$ cat config.mk
export PLATFORM = sky130hd
export DESIGN_NAME = mem_flat
export DESIGN_NICKNAME = d
export VERILOG_FILES = /design/src/rtl/mem_if.sv /design/src/rtl/mem.sv /design/src/flat_wrapper.sv
export SDC_FILE = /design/constraint.sdc
export NUM_CORES = 1
export LEC_CHECK = 0
export CORE_ASPECT_RATIO = 0.6
export CORE_MARGIN = 4
export CORE_UTILIZATION = 39
export CTS_CLUSTER_SIZE = 28
export DETAILED_ROUTE_END_ITERATION = 10
export PLACE_DENSITY_LB_ADDON = 0.25
export SYNTH_ARGS = -nofsm -noshare
export SYNTH_HDL_FRONTEND = slang
export SYNTH_SLANG_ARGS = --single-unit
$ cat constraint.sdc
create_clock -name clk -period 3.8 [get_ports clk]
set_clock_uncertainty 0.1 [all_clocks]
set_input_delay 0.76 -clock clk [delete_from_list [all_inputs] [get_ports clk]]
set_output_delay 0.76 -clock clk [all_outputs]
set_load 0.005 [all_outputs]
$ cat src/rtl/mem_if.sv
// Data-bus interface between the memory-access stage and the single-port
// data memory. The stage is the master and raises bus_req until bus_ack.
interface mem_if;
    logic        bus_req;
    logic        bus_we;
    logic [31:0] bus_addr;
    logic [3:0]  bus_be;
    logic [31:0] bus_wdata;
    logic [31:0] bus_rdata;
    logic        bus_ack;

    modport master (
        output bus_req,
        output bus_we,
        output bus_addr,
        output bus_be,
        output bus_wdata,
        input  bus_rdata,
        input  bus_ack
    );

    modport slave (
        input  bus_req,
        input  bus_we,
        input  bus_addr,
        input  bus_be,
        input  bus_wdata,
        output bus_rdata,
        output bus_ack
    );
endinterface

$ cat src/rtl/mem.sv
// Memory-access stage of the five-stage core. Loads and stores coming from
// ex are issued on the single-port data bus (req/ack handshake) while the
// pipeline is stalled; ALU results and extended load data are forwarded to
// the register file.
//
// Optional feature macro: MEM_MISALIGN_TRAP_EN
//   defined   - misaligned half/word accesses are dropped and flagged on
//               misalign_o for one cycle.
//   undefined - misalign_o does not exist; the low address bits that do not
//               matter for the access size are forced to zero.
module mem (
    input  logic        clk,
    input  logic        rst,
    output logic        stall,
    input  logic        valid_i,
    input  logic        mem_ren,
    input  logic        mem_wena,
    input  logic [31:0] mem_addr,
    input  logic [31:0] mem_wdata,
    input  logic [1:0]  mem_size,
    input  logic        mem_unsigned,
    input  logic        gprs_wena_i,
    input  logic [4:0]  gprs_waddr_i,
    input  logic [31:0] gprs_wdata_i,
    mem_if.master       bus,
    output logic        gprs_wena_o,
    output logic [4:0]  gprs_waddr_o,
    output logic [31:0] gprs_wdata_o
`ifdef MEM_MISALIGN_TRAP_EN
    ,
    output logic        misalign_o
`endif
);

    localparam logic [1:0] SIZE_BYTE = 2'b00;
    localparam logic [1:0] SIZE_HALF = 2'b01;

    typedef enum logic {
        IDLE,
        BUSY
    } state_t;

    state_t      state_q, state_d;

    logic        busReq_q, busReq_d;
    logic        busWe_q, busWe_d;
    logic [31:0] busAddr_q, busAddr_d;
    logic [3:0]  busBe_q, busBe_d;
    logic [31:0] busWdata_q, busWdata_d;

    logic [1:0]  offset_q, offset_d;
    logic [1:0]  size_q, size_d;
    logic        unsigned_q, unsigned_d;
    logic [4:0]  destAddr_q, destAddr_d;
    logic        destWena_q, destWena_d;

    logic        gprsWena_q, gprsWena_d;
    logic [4:0]  gprsWaddr_q, gprsWaddr_d;
    logic [31:0] gprsWdata_q, gprsWdata_d;

    logic        memOp;
    logic        issue;
    logic [1:0]  effOff;
    logic [3:0]  issueBe;
    logic [31:0] issueWdata;
    logic [31:0] rdataShifted;
    logic [31:0] loadData;

`ifdef MEM_MISALIGN_TRAP_EN
    logic        misaligned;
    logic        misalign_q, misalign_d;
`endif

    // Decode the incoming bundle: effective lane offset, byte enables and
    // lane-replicated store data for the request about to be issued.
    always_comb begin
        memOp = valid_i & (mem_ren | mem_wena);
        case (mem_size)
            SIZE_BYTE: begin
                effOff     = mem_addr[1:0];
                issueBe    = 4'b0001 << mem_addr[1:0];
                issueWdata = {4{mem_wdata[7:0]}};
            end
            SIZE_HALF: begin
                effOff     = {mem_addr[1], 1'b0};
                issueBe    = 4'b0011 << {mem_addr[1], 1'b0};
                issueWdata = {2{mem_wdata[15:0]}};
            end
            default: begin
                effOff     = 2'b00;
                issueBe    = 4'hF;
                issueWdata = mem_wdata;
            end
        endcase
`ifdef MEM_MISALIGN_TRAP_EN
        misaligned = ((mem_size == SIZE_HALF) & mem_addr[0]) |
                     (mem_size[1] & (mem_addr[1:0] != 2'b00));
        issue      = memOp & ~misaligned;
`else
        issue      = memOp;
`endif
    end

    // Pull the addressed lanes out of the returned word and extend them.
    always_comb begin
        rdataShifted = bus.bus_rdata >> {offset_q, 3'b000};
        case (size_q)
            SIZE_BYTE: loadData = unsigned_q ? {24'h0, rdataShifted[7:0]}
                                             : {{24{rdataShifted[7]}}, rdataShifted[7:0]};
            SIZE_HALF: loadData = unsigned_q ? {16'h0, rdataShifted[15:0]}
                                             : {{16{rdataShifted[15]}}, rdataShifted[15:0]};
            default:   loadData = rdataShifted;
        endcase
    end

    // Next-state and output logic: everything holds unless the current
    // state/event says otherwise; stall is only raised while an access is
    // being issued or is still waiting for its acknowledge.
    always_comb begin
        state_d     = state_q;
        stall       = 1'b0;
        busReq_d    = busReq_q;
        busWe_d     = busWe_q;
        busAddr_d   = busAddr_q;
        busBe_d     = busBe_q;
        busWdata_d  = busWdata_q;
        offset_d    = offset_q;
        size_d      = size_q;
        unsigned_d  = unsigned_q;
        destAddr_d  = destAddr_q;
        destWena_d  = destWena_q;
        gprsWena_d  = gprsWena_q;
        gprsWaddr_d = gprsWaddr_q;
        gprsWdata_d = gprsWdata_q;
`ifdef MEM_MISALIGN_TRAP_EN
        misalign_d  = 1'b0;
`endif
        case (state_q)
            IDLE: begin
                if (issue) begin
                    stall      = 1'b1;
                    state_d    = BUSY;
                    busReq_d   = 1'b1;
                    busWe_d    = mem_wena;
                    busAddr_d  = {mem_addr[31:2], 2'b00};
                    busBe_d    = issueBe;
                    busWdata_d = issueWdata;
                    offset_d   = effOff;
                    size_d     = mem_size;
                    unsigned_d = mem_unsigned;
                    destAddr_d = gprs_waddr_i;
                    destWena_d = gprs_wena_i;
                    gprsWena_d = 1'b0;
                end
`ifdef MEM_MISALIGN_TRAP_EN
                else if (memOp) begin
                    misalign_d = 1'b1;
                    gprsWena_d = 1'b0;
                end
`endif
                else begin
                    gprsWena_d  = valid_i & gprs_wena_i;
                    gprsWaddr_d = gprs_waddr_i;
                    gprsWdata_d = gprs_wdata_i;
                end
            end
            BUSY: begin
                if (bus.bus_ack) begin
                    state_d  = IDLE;
                    busReq_d = 1'b0;
                    if (busWe_q) begin
                        gprsWena_d = 1'b0;
                    end else begin
                        gprsWena_d  = destWena_q;
                        gprsWaddr_d = destAddr_q;
                        gprsWdata_d = loadData;
                    end
                end else begin
                    stall      = 1'b1;
                    gprsWena_d = 1'b0;
                end
            end
            default: begin
                state_d  = IDLE;
                busReq_d = 1'b0;
            end
        endcase
    end

    // State and datapath registers; reset aborts any access in flight.
    always_ff @(posedge clk or posedge rst) begin
        if (rst) begin
            state_q     <= IDLE;
            busReq_q    <= 1'b0;
            busWe_q     <= 1'b0;
            busAddr_q   <= 32'h0;
            busBe_q     <= 4'h0;
            busWdata_q  <= 32'h0;
            offset_q    <= 2'b00;
            size_q      <= 2'b00;
            unsigned_q  <= 1'b0;
            destAddr_q  <= 5'h0;
            destWena_q  <= 1'b0;
            gprsWena_q  <= 1'b0;
            gprsWaddr_q <= 5'h0;
            gprsWdata_q <= 32'h0;
`ifdef MEM_MISALIGN_TRAP_EN
            misalign_q  <= 1'b0;
`endif
        end else begin
            state_q     <= state_d;
            busReq_q    <= busReq_d;
            busWe_q     <= busWe_d;
            busAddr_q   <= busAddr_d;
            busBe_q     <= busBe_d;
            busWdata_q  <= busWdata_d;
            offset_q    <= offset_d;
            size_q      <= size_d;
            unsigned_q  <= unsigned_d;
            destAddr_q  <= destAddr_d;
            destWena_q  <= destWena_d;
            gprsWena_q  <= gprsWena_d;
            gprsWaddr_q <= gprsWaddr_d;
            gprsWdata_q <= gprsWdata_d;
`ifdef MEM_MISALIGN_TRAP_EN
            misalign_q  <= misalign_d;
`endif
        end
    end

    assign bus.bus_req   = busReq_q;
    assign bus.bus_we    = busWe_q;
    assign bus.bus_addr  = busAddr_q;
    assign bus.bus_be    = busBe_q;
    assign bus.bus_wdata = busWdata_q;
    assign gprs_wena_o   = gprsWena_q;
    assign gprs_waddr_o  = gprsWaddr_q;
    assign gprs_wdata_o  = gprsWdata_q;
`ifdef MEM_MISALIGN_TRAP_EN
    assign misalign_o    = misalign_q;
`endif

endmodule
$ cat src/flat_wrapper.sv
// flat-port wrapper written by rule: the top's interface ports become plain ports
module mem_flat 
  (clk, rst, stall, valid_i, mem_ren, mem_wena, mem_addr, mem_wdata, mem_size, mem_unsigned, gprs_wena_i, gprs_waddr_i, gprs_wdata_i, gprs_wena_o, gprs_waddr_o, gprs_wdata_o, bus_bus_req, bus_bus_we, bus_bus_addr, bus_bus_be, bus_bus_wdata, bus_bus_rdata, bus_bus_ack);
  mem_if bus_i ();
  input  logic clk;
  input  logic rst;
  output logic stall;
  input  logic valid_i;
  input  logic mem_ren;
  input  logic mem_wena;
  input  logic [31:0] mem_addr;
  input  logic [31:0] mem_wdata;
  input  logic [1:0] mem_size;
  input  logic mem_unsigned;
  input  logic gprs_wena_i;
  input  logic [4:0] gprs_waddr_i;
  input  logic [31:0] gprs_wdata_i;
  output logic gprs_wena_o;
  output logic [4:0] gprs_waddr_o;
  output logic [31:0] gprs_wdata_o;
  output wire logic [$bits(bus_i.bus_req)-1:0] bus_bus_req;
  output wire logic [$bits(bus_i.bus_we)-1:0] bus_bus_we;
  output wire logic [$bits(bus_i.bus_addr)-1:0] bus_bus_addr;
  output wire logic [$bits(bus_i.bus_be)-1:0] bus_bus_be;
  output wire logic [$bits(bus_i.bus_wdata)-1:0] bus_bus_wdata;
  input wire logic [$bits(bus_i.bus_rdata)-1:0] bus_bus_rdata;
  input wire logic [$bits(bus_i.bus_ack)-1:0] bus_bus_ack;
  assign bus_bus_req = bus_i.bus_req;
  assign bus_bus_we = bus_i.bus_we;
  assign bus_bus_addr = bus_i.bus_addr;
  assign bus_bus_be = bus_i.bus_be;
  assign bus_bus_wdata = bus_i.bus_wdata;
  assign bus_i.bus_rdata = bus_bus_rdata;
  assign bus_i.bus_ack = bus_bus_ack;
  mem u_core (.clk(clk), .rst(rst), .stall(stall), .valid_i(valid_i), .mem_ren(mem_ren), .mem_wena(mem_wena), .mem_addr(mem_addr), .mem_wdata(mem_wdata), .mem_size(mem_size), .mem_unsigned(mem_unsigned), .gprs_wena_i(gprs_wena_i), .gprs_waddr_i(gprs_waddr_i), .gprs_wdata_i(gprs_wdata_i), .bus(bus_i), .gprs_wena_o(gprs_wena_o), .gprs_waddr_o(gprs_waddr_o), .gprs_wdata_o(gprs_wdata_o));
endmodule
# Word-level counts from Yosys, hierarchy flattened
# Cells that the tools add are included.
# classes
eq_ne,6
shifts,3
muxes,24
bitwise,4
reduce_logical,5
# ops
operator,count
$pmux W32 S2,3
$mux W32,5
$shr A32 B5 Y32,1
$mux W5,3
$pmux W5 S2,1
$pmux W4 S2,1
$mux W1,7
$ne A2 B2 Y1 const B,3
$pmux W1 S2,3
$eq A2 B1 Y1 const B,2
$logic_not A2 Y1,2
$pmux W2 S2,1
$reduce_and A2 Y1,2
$shl A1 B2 Y4 const A,1
$shl A2 B2 Y4 const A,1
$reduce_and A3 Y1,1
$and A1 B1 Y1,2
$ne A2 B1 Y1 const B,1
$not A1 Y1,1
$or A1 B1 Y1,1
# totals
reg_bits,118
inputBits,143
out_inout_bits,109
elab_cells,56

# Longest topological paths before layout
# Gate-level depths: netlist (run 1).
# logic_depth
word_depth,6
ltp_mapped,7
ltp_nobuf,4

# Worst setup path before layout (run 1)
# OpenSTA, ideal clock, no wires.
# synth_timing
path_kind,in2out
start,input mem_wena
end,output stall
arrival_time_ps,1613
t_required_ps,2940
path_slack_ps,1327
cell_stages,5
cell_sequence,or2_2 > nand2_1 > buf_2 > buf_2 > o21ai_0
# synth_between
elab_chain_len,4
# synth_rtl
element,line_no,text
"start, declared",flat_wrapper.sv:10,input logic mem_wena;
$or A1 B1 Y1,mem.sv:77,memOp = valid_i & (mem_ren | mem_wena);
$and A1 B1 Y1,mem.sv:77,
$mux W1,mem.sv:140,if (issue) begin
$pmux W1 S2,mem.sv:138,case (state_q)
"end, declared",flat_wrapper.sv:7,output logic stall;
# Every way passes these cells.

# Worst setup path after layout (run 1)
# layout_timing
start,input valid_i
end,output stall
# layout_between
elab_chain_len,3
# layout_rtl
element,line_no,text
"start, declared",flat_wrapper.sv:8,input logic valid_i;
$and A1 B1 Y1,mem.sv:77,
$mux W1,mem.sv:140,
$pmux W1 S2,mem.sv:138,
# Every way passes these cells.

==> qor.csv, run 1 <==
metric;value;unit
outcome;finished, final reports clean;
top cells by area, synth;dfrtp_1 (51%), nand2_1 (13%), mux2i_1 (8.5%);
Final Hold Fails;0;
Clk Tree Root Cell;clkbuf_16;
post-CTS setup buffers;0;
TNS Setup;0;ns
Nets;1007;
Pins Over Slew Limit;0;
share of cells above drive strength 1;0.08552;
Util after Layout;0.6198;
Yosys reg bits;118;
total number of vias;5416;
clk_lat worst skew;0.40;ns
crit path kind;primary input to output port;
# DRC;0;
HP Start;u_core.bus.bus_addr[15]$_DFFE_PP0P_;
Chip Width;165.3;um
Initial Util;0.3991;
Hold Crit Endpoint;u_core.bus.bus_addr[15]$_DFFE_PP0P_;
Mapped Area;5789;um2
post-route minimum period;3.263;ns
DR WL/cell;17.68;um
Syn. warnings;0;
final setup vio count;0;
Post-synth EDFFs;0;
worst r2r path cells;5;
pwr/cell area;542.1;nW/um2
first-pass GRT wire length;29.87;mm
Rel. slew slack;0.3048;
Post-synth ARST share;1.000;
max frequency;306.4;MHz
Synth top area share;0.5100;
post-synthesis cell type count;42;
Worst Path Arrival;2.40;ns
Synth area leader;dfrtp_1;
Die Ht;102.4;um
top-count cell post-synth;nand2_1;
RSZ-0062 raised after global routing;no;
Critical Path Sink Type;output port;
peak supply drop;0.2854;mV
I/O pin total;252;
min-delay worst type;flop to flop;
top_reg_cell synth;dfrtp_1;
CTS tree;done;
Area growth syn-to-layout;55.31;%
worst r2r dst;u_core.offset_q[0]$_DFFE_PP0P_;
Final HPWL DP;14.13;mm
worst-margin pin slew;1.043;ns
register area share after synthesis;0.5100;
drt first pass iters;5;
RD Place Congestion;0.8487;
Req. time, crit path;2.94;ns
CTS Buf Count;17;
diodes inserted;0;
1st-iter DRT viols;400;
cell row count;34;
# hold bufs at CTS;0;
vias in the first global route;5614;
Core Region;14510;um2
Die ar.;16920;um2
P_leak;0.003893;uW
commonest cells in the netlist;nand2_1 (194), dfrtp_1 (118), nor2_1 (53);
Mapped Cells;632;
fin worst setup slack;0.5367;ns
R2R Setup Slk;1.39;ns
I/O Buffers;249;
Final Cycle Share;0.8588;
Routed WL;19.01;mm
CP Launch Type;primary input;
post-cts resize count;0;
Reg clk slew, reported paths;0.06;ns
CTS Sinks;118;
initial antenna violation count;0;
hold path cells;2;
Reg-to-Reg Start;u_core.state_q$_DFF_PP0_;
GRT Resource Usage Total;0.2270;
Post-Syn Area per Cell;9.160;um2
Max-Cap Viols;0;
CTS max path bufs;2;
global route overflow;0;
Post-DRT Antenna Nets;0;
largest net degree at the start of global routing;119;
Max FO, Critical Path;5;
vias per cell;5.038;
htree depth;4;
DP Worst Slack;0.5547;ns
cell usage in the layout, fill, tap and decap left out, types with 4 or more instances in the layout:
master	n
mux2_2	7
buf_4	7
a22oi_1	8
nand3_1	17
clkdlybuf4s50_1	249
o21ai_0	38
dfrtp_1	118
mux2i_1	49
inv_6	5
nor2_1	52
o211ai_1	7
a211oi_1	7
clkbuf_16	17
nand2_1	193
a21oi_1	25
nor3_1	16
o2bb2ai_1	8
a211oi_2	9
clkinvlp_4	4
area by class of cell:
| class | count | area, um2 |
|---|---|---|
| timing repair buffer | 258 | 2585 |
| sequential | 118 | 2953 |
| tap | 198 | 247.7 |
| inverter | 3 | 15.01 |
| fill | 1215 | 5515 |
| clock inverter | 13 | 145.1 |
| clock buffer | 19 | 442.9 |
| multi-input combinational | 466 | 2603 |
flip-flops by register name, summed over array words and instances (netlist names):
register              cells
u_core.destAddr_q         5
u_core.gprs_waddr_o       5
u_core.destWena_q         1
u_core.gprs_wdata_o      32
u_core.unsigned_q         1
u_core.gprs_wena_o        1
u_core.bus.bus_req        1
u_core.offset_q           2
u_core.size_q             2
u_core.bus.bus_wdata     32
u_core.state_q            1
u_core.bus.bus_addr      30
u_core.bus.bus_be         4
u_core.bus.bus_we         1
critical path: stages:
cell             delay [ns]
clkdlybuf4s50_1        0.52
nor2b_2                0.32
nand2_4                0.07
o21ai_0                0.12
clkdlybuf4s50_1        0.60
stage by stage:
step | instance area, um2 | power, uW | hold WS, ns | std cells
2_1_floorplan | 5797 | 2386 | 0.3454 | 633
3_3_place_gp | 8403 | 3263 | 0.3569 | 1043
3_5_place_dp | 8403 | 3314 | 0.3622 | 1043
4_1_cts | 8991 | 4930 | 0.3776 | 1075
5_1_grt | 8991 | 5163 | 0.3928 | 1075
6_report | 8991 | 4875 | 0.3754 | 1075
metal layers:
metal	wire length (um)	vias up	track usage
met5	0	-	0
met4	241	0	0.05957
met3	1984	15	0.08263
met2	8282	221	0.3402
met1	8497	2587	0.3140
li1	-	2593	-
how the worst max path moves through the flow:
| stage | to | slack (ns) | start |
|---|---|---|---|
| 6_report | stall | 0.54 | valid_i |
| 5_1_grt | stall | 0.45 | valid_i |
| 4_1_cts | stall | 0.54 | valid_i |
| 3_5_place_dp | stall | 0.55 | valid_i |
| 3_3_place_gp | stall | 0.56 | valid_i |
| 2_1_floorplan | stall | 1.33 | mem_wena |
cell families (layout without fill, tap and decap cells):
group	Yosys count	after routing	share of synthesized area
buf+inv	49	293	0.04366
simple gates	298	298	0.2133
compound gates	109	109	0.1316
flops	118	118	0.5100
other cells	1	2	0.0006477
mux	57	57	0.1007
where the power goes:
group | total, uW | internal, uW | leakage (uW) | switching (uW)
logic | 1520 | 868 | 0.00218 | 648
registers | 1770 | 1560 | 0.00143 | 207
clock network | 1590 | 992 | 0.000281 | 599
No activity file was read; power rests on OpenSTA's default activity.
==> run 2, diff against run 1 <==
Settings changed: GPL_TIMING_DRIVEN set to 0, REMOVE_ABC_BUFFERS set to 1.
Clock period 3.8 ns to 2.99 ns, I/O delays scaled along.
==> run 2 against run 1 <==
Setup slack worse by 0.46 ns; sequential cell count did not move; global-route usage is 0.67 points higher; combinational power is 28% higher; wire length is 3.7% higher; die area did not move; core utilization rose by 0.37 points; sequential power is 28% higher.
==> qor.csv, run 2 (synthesized netlist as in run 1, its figures left out) <==
metric;value;unit;change
max frequency;342.9;MHz;
total number of vias;5444;;+0.52%
I/O pin total;252;;unchanged
Core Region;14510;um2;unchanged
hold path cells;2;;unchanged
Final Cycle Share;0.9754;;
Die Ht;102.4;um;unchanged
commonest non-fill, non-tap cell in the layout;clkdlybuf4s50_1;;
P_leak;0.003902;uW;+0.24%
Routed WL;19.71;mm;+3.7%
htree depth;4;;unchanged
Req. time, crit path;2.29;ns;-0.65 ns
final setup vio count;0;;unchanged
CTS tree;done;;
# DRC;0;;unchanged
Post-DRT Antenna Nets;0;;unchanged
RSZ-0062 raised after global routing;no;;
Die ar.;16920;um2;unchanged
CTS Buf Count;17;;unchanged
Pins Over Slew Limit;0;;unchanged
Max FO, Critical Path;15;;+10
I/O Buffers;249;;unchanged
diodes inserted;0;;unchanged
RD Place Congestion;0.8818;;+3.9%
first-pass GRT wire length;30.50;mm;+2.1%
R2R Setup Slk;0.42;ns;-0.97 ns
crit path kind;primary input to output port;;
Chip Width;165.3;um;unchanged
Max-Cap Viols;0;;unchanged
CTS max path bufs;2;;unchanged
Reg-to-Reg Start;u_core.state_q$_DFF_PP0_;;
peak supply drop;0.3108;mV;+8.9%
Initial Util;0.3991;;unchanged
Layout Cells excl Fill;1072;;-0.28%
placed cell count;1038;;-0.48%
outcome;finished, final reports clean;;
cell row count;34;;unchanged
global route overflow;0;;unchanged
TNS Setup;0;ns;unchanged
Util after Layout;0.6235;;+0.003709
post-route minimum period;2.917;ns;
most frequent cells in the layout;clkdlybuf4s50_1 (249), nand2_1 (193), dfrtp_1 (116);;
CTS Sinks;118;;unchanged
min-delay worst type;flop to flop;;
Area growth syn-to-layout;56.24;%;
Hold Crit Endpoint;u_core.bus.bus_addr[29]$_DFFE_PP0P_;;
Clk Tree Root Cell;clkbuf_16;;
Worst Path Arrival;2.22;ns;-0.18 ns
Final Hold Fails;0;;unchanged
drt first pass iters;5;;unchanged
largest net degree at the start of global routing;84;;-29%
Reg clk slew, reported paths;0.05;ns;about the same
worst r2r dst;u_core.gprs_wdata_o[11]$_DFFE_PP0P_;;
initial antenna violation count;0;;unchanged
worst r2r path cells;4;;-1
Final HPWL DP;13.89;mm;-1.7%
vias per cell;5.078;;+0.80%
vias in the first global route;5721;;+1.9%
Nets;1005;;-0.20%
HP Start;u_core.bus.bus_addr[29]$_DFFE_PP0P_;;
1st-iter DRT viols;376;;-6.0%
pwr/cell area;687.6;nW/um2;+27%
share of cells above drive strength 1;0.08581;;+0.0002935
GRT Resource Usage Total;0.2337;;+0.006689
DR WL/cell;18.38;um;+4.0%
Rel. slew slack;0.1279;;-0.1769
# hold bufs at CTS;0;;unchanged
Critical Path Sink Type;output port;;
CP Launch Type;primary input;;
clk_lat worst skew;0.40;ns;about the same
worst-margin pin slew;1.304;ns;+0.2613 ns
-- run 2: cell count changes in the layout (fill, tap and decap cells not counted), sizes merged --
| cell | previous run | this run |
|---|---|---|
| nand2 | 195 | 196 |
| inv | 7 | 3 |
| buf | 9 | 6 |
| clkinv | 3 | 5 |
| clkinvlp | 4 | 5 |
-- run 2: repair_timing --
item | in CTS | in global routing
gates resized for setup | 5 | 0
setup endpoints to repair | 1 | 0
hold endpoints to repair | 0 | 0
setup buffers | 2 | 0
-- run 2: stage by stage --
step | hold WS [ns] | worst slack [ns] | power, uW | instance area, um2
final | 0.3753 | 0.07348 | 6219 | 9045
after global routing | 0.4013 | 0.002205 | 6569 | 9045
after CTS | 0.3779 | 0.05957 | 6283 | 9044
after detailed placement | 0.3626 | -0.2385 | 4232 | 8414
after global placement | 0.3574 | -2.849 | 4153 | 8292
after floorplan | 0.3454 | -0.8442 | 2969 | 5552
-- run 2: how the worst max path moves through the flow --
stage,from,endpoint,slack (ns),depth (start not counted)
after floorplan,rst,u_core.bus.bus_addr[10]$_DFFE_PP0P_,-0.84,1
after CTS,valid_i,stall,0.06,5
after detailed placement,valid_i,stall,-0.24,5
final,valid_i,stall,0.07,5
after global placement,u_core.state_q$_DFF_PP0_,stall,-2.85,4
after global routing,valid_i,stall,0.002,5
-- run 2: area by class of cell --
class	instances	area, um2
clock inverter	12	130.1
multi-input combinational	467	2630
fill	1195	5461
tap	198	247.7
sequential	118	2958
clock buffer	19	452.9
timing repair buffer	255	2610
inverter	3	16.27
-- run 2: critical path, cell delays in order --
cell	delay, ns
clkdlybuf4s50_1	0.53
nor2b_4	0.23
nand2_8	0.14
o21ai_0	0.15
clkdlybuf4s50_1	0.57
-- run 2: routing by layer --
layer	up-vias	track usage	routed length, um
met3	15	0.09553	2034
met5	-	0	0
met2	220	0.3675	8825
li1	2585	-	-
met4	0	0.06654	221
met1	2624	0.3007	8624
-- run 2: where the power goes --
part / internal [uW] / leakage (uW) / switching, uW
Combinational: 1120 / 0.00220 / 823
Sequential: 1990 / 0.00143 / 287
Clock: 1260 / 0.000273 / 743
Total: 4370 / 0.00390 / 1850
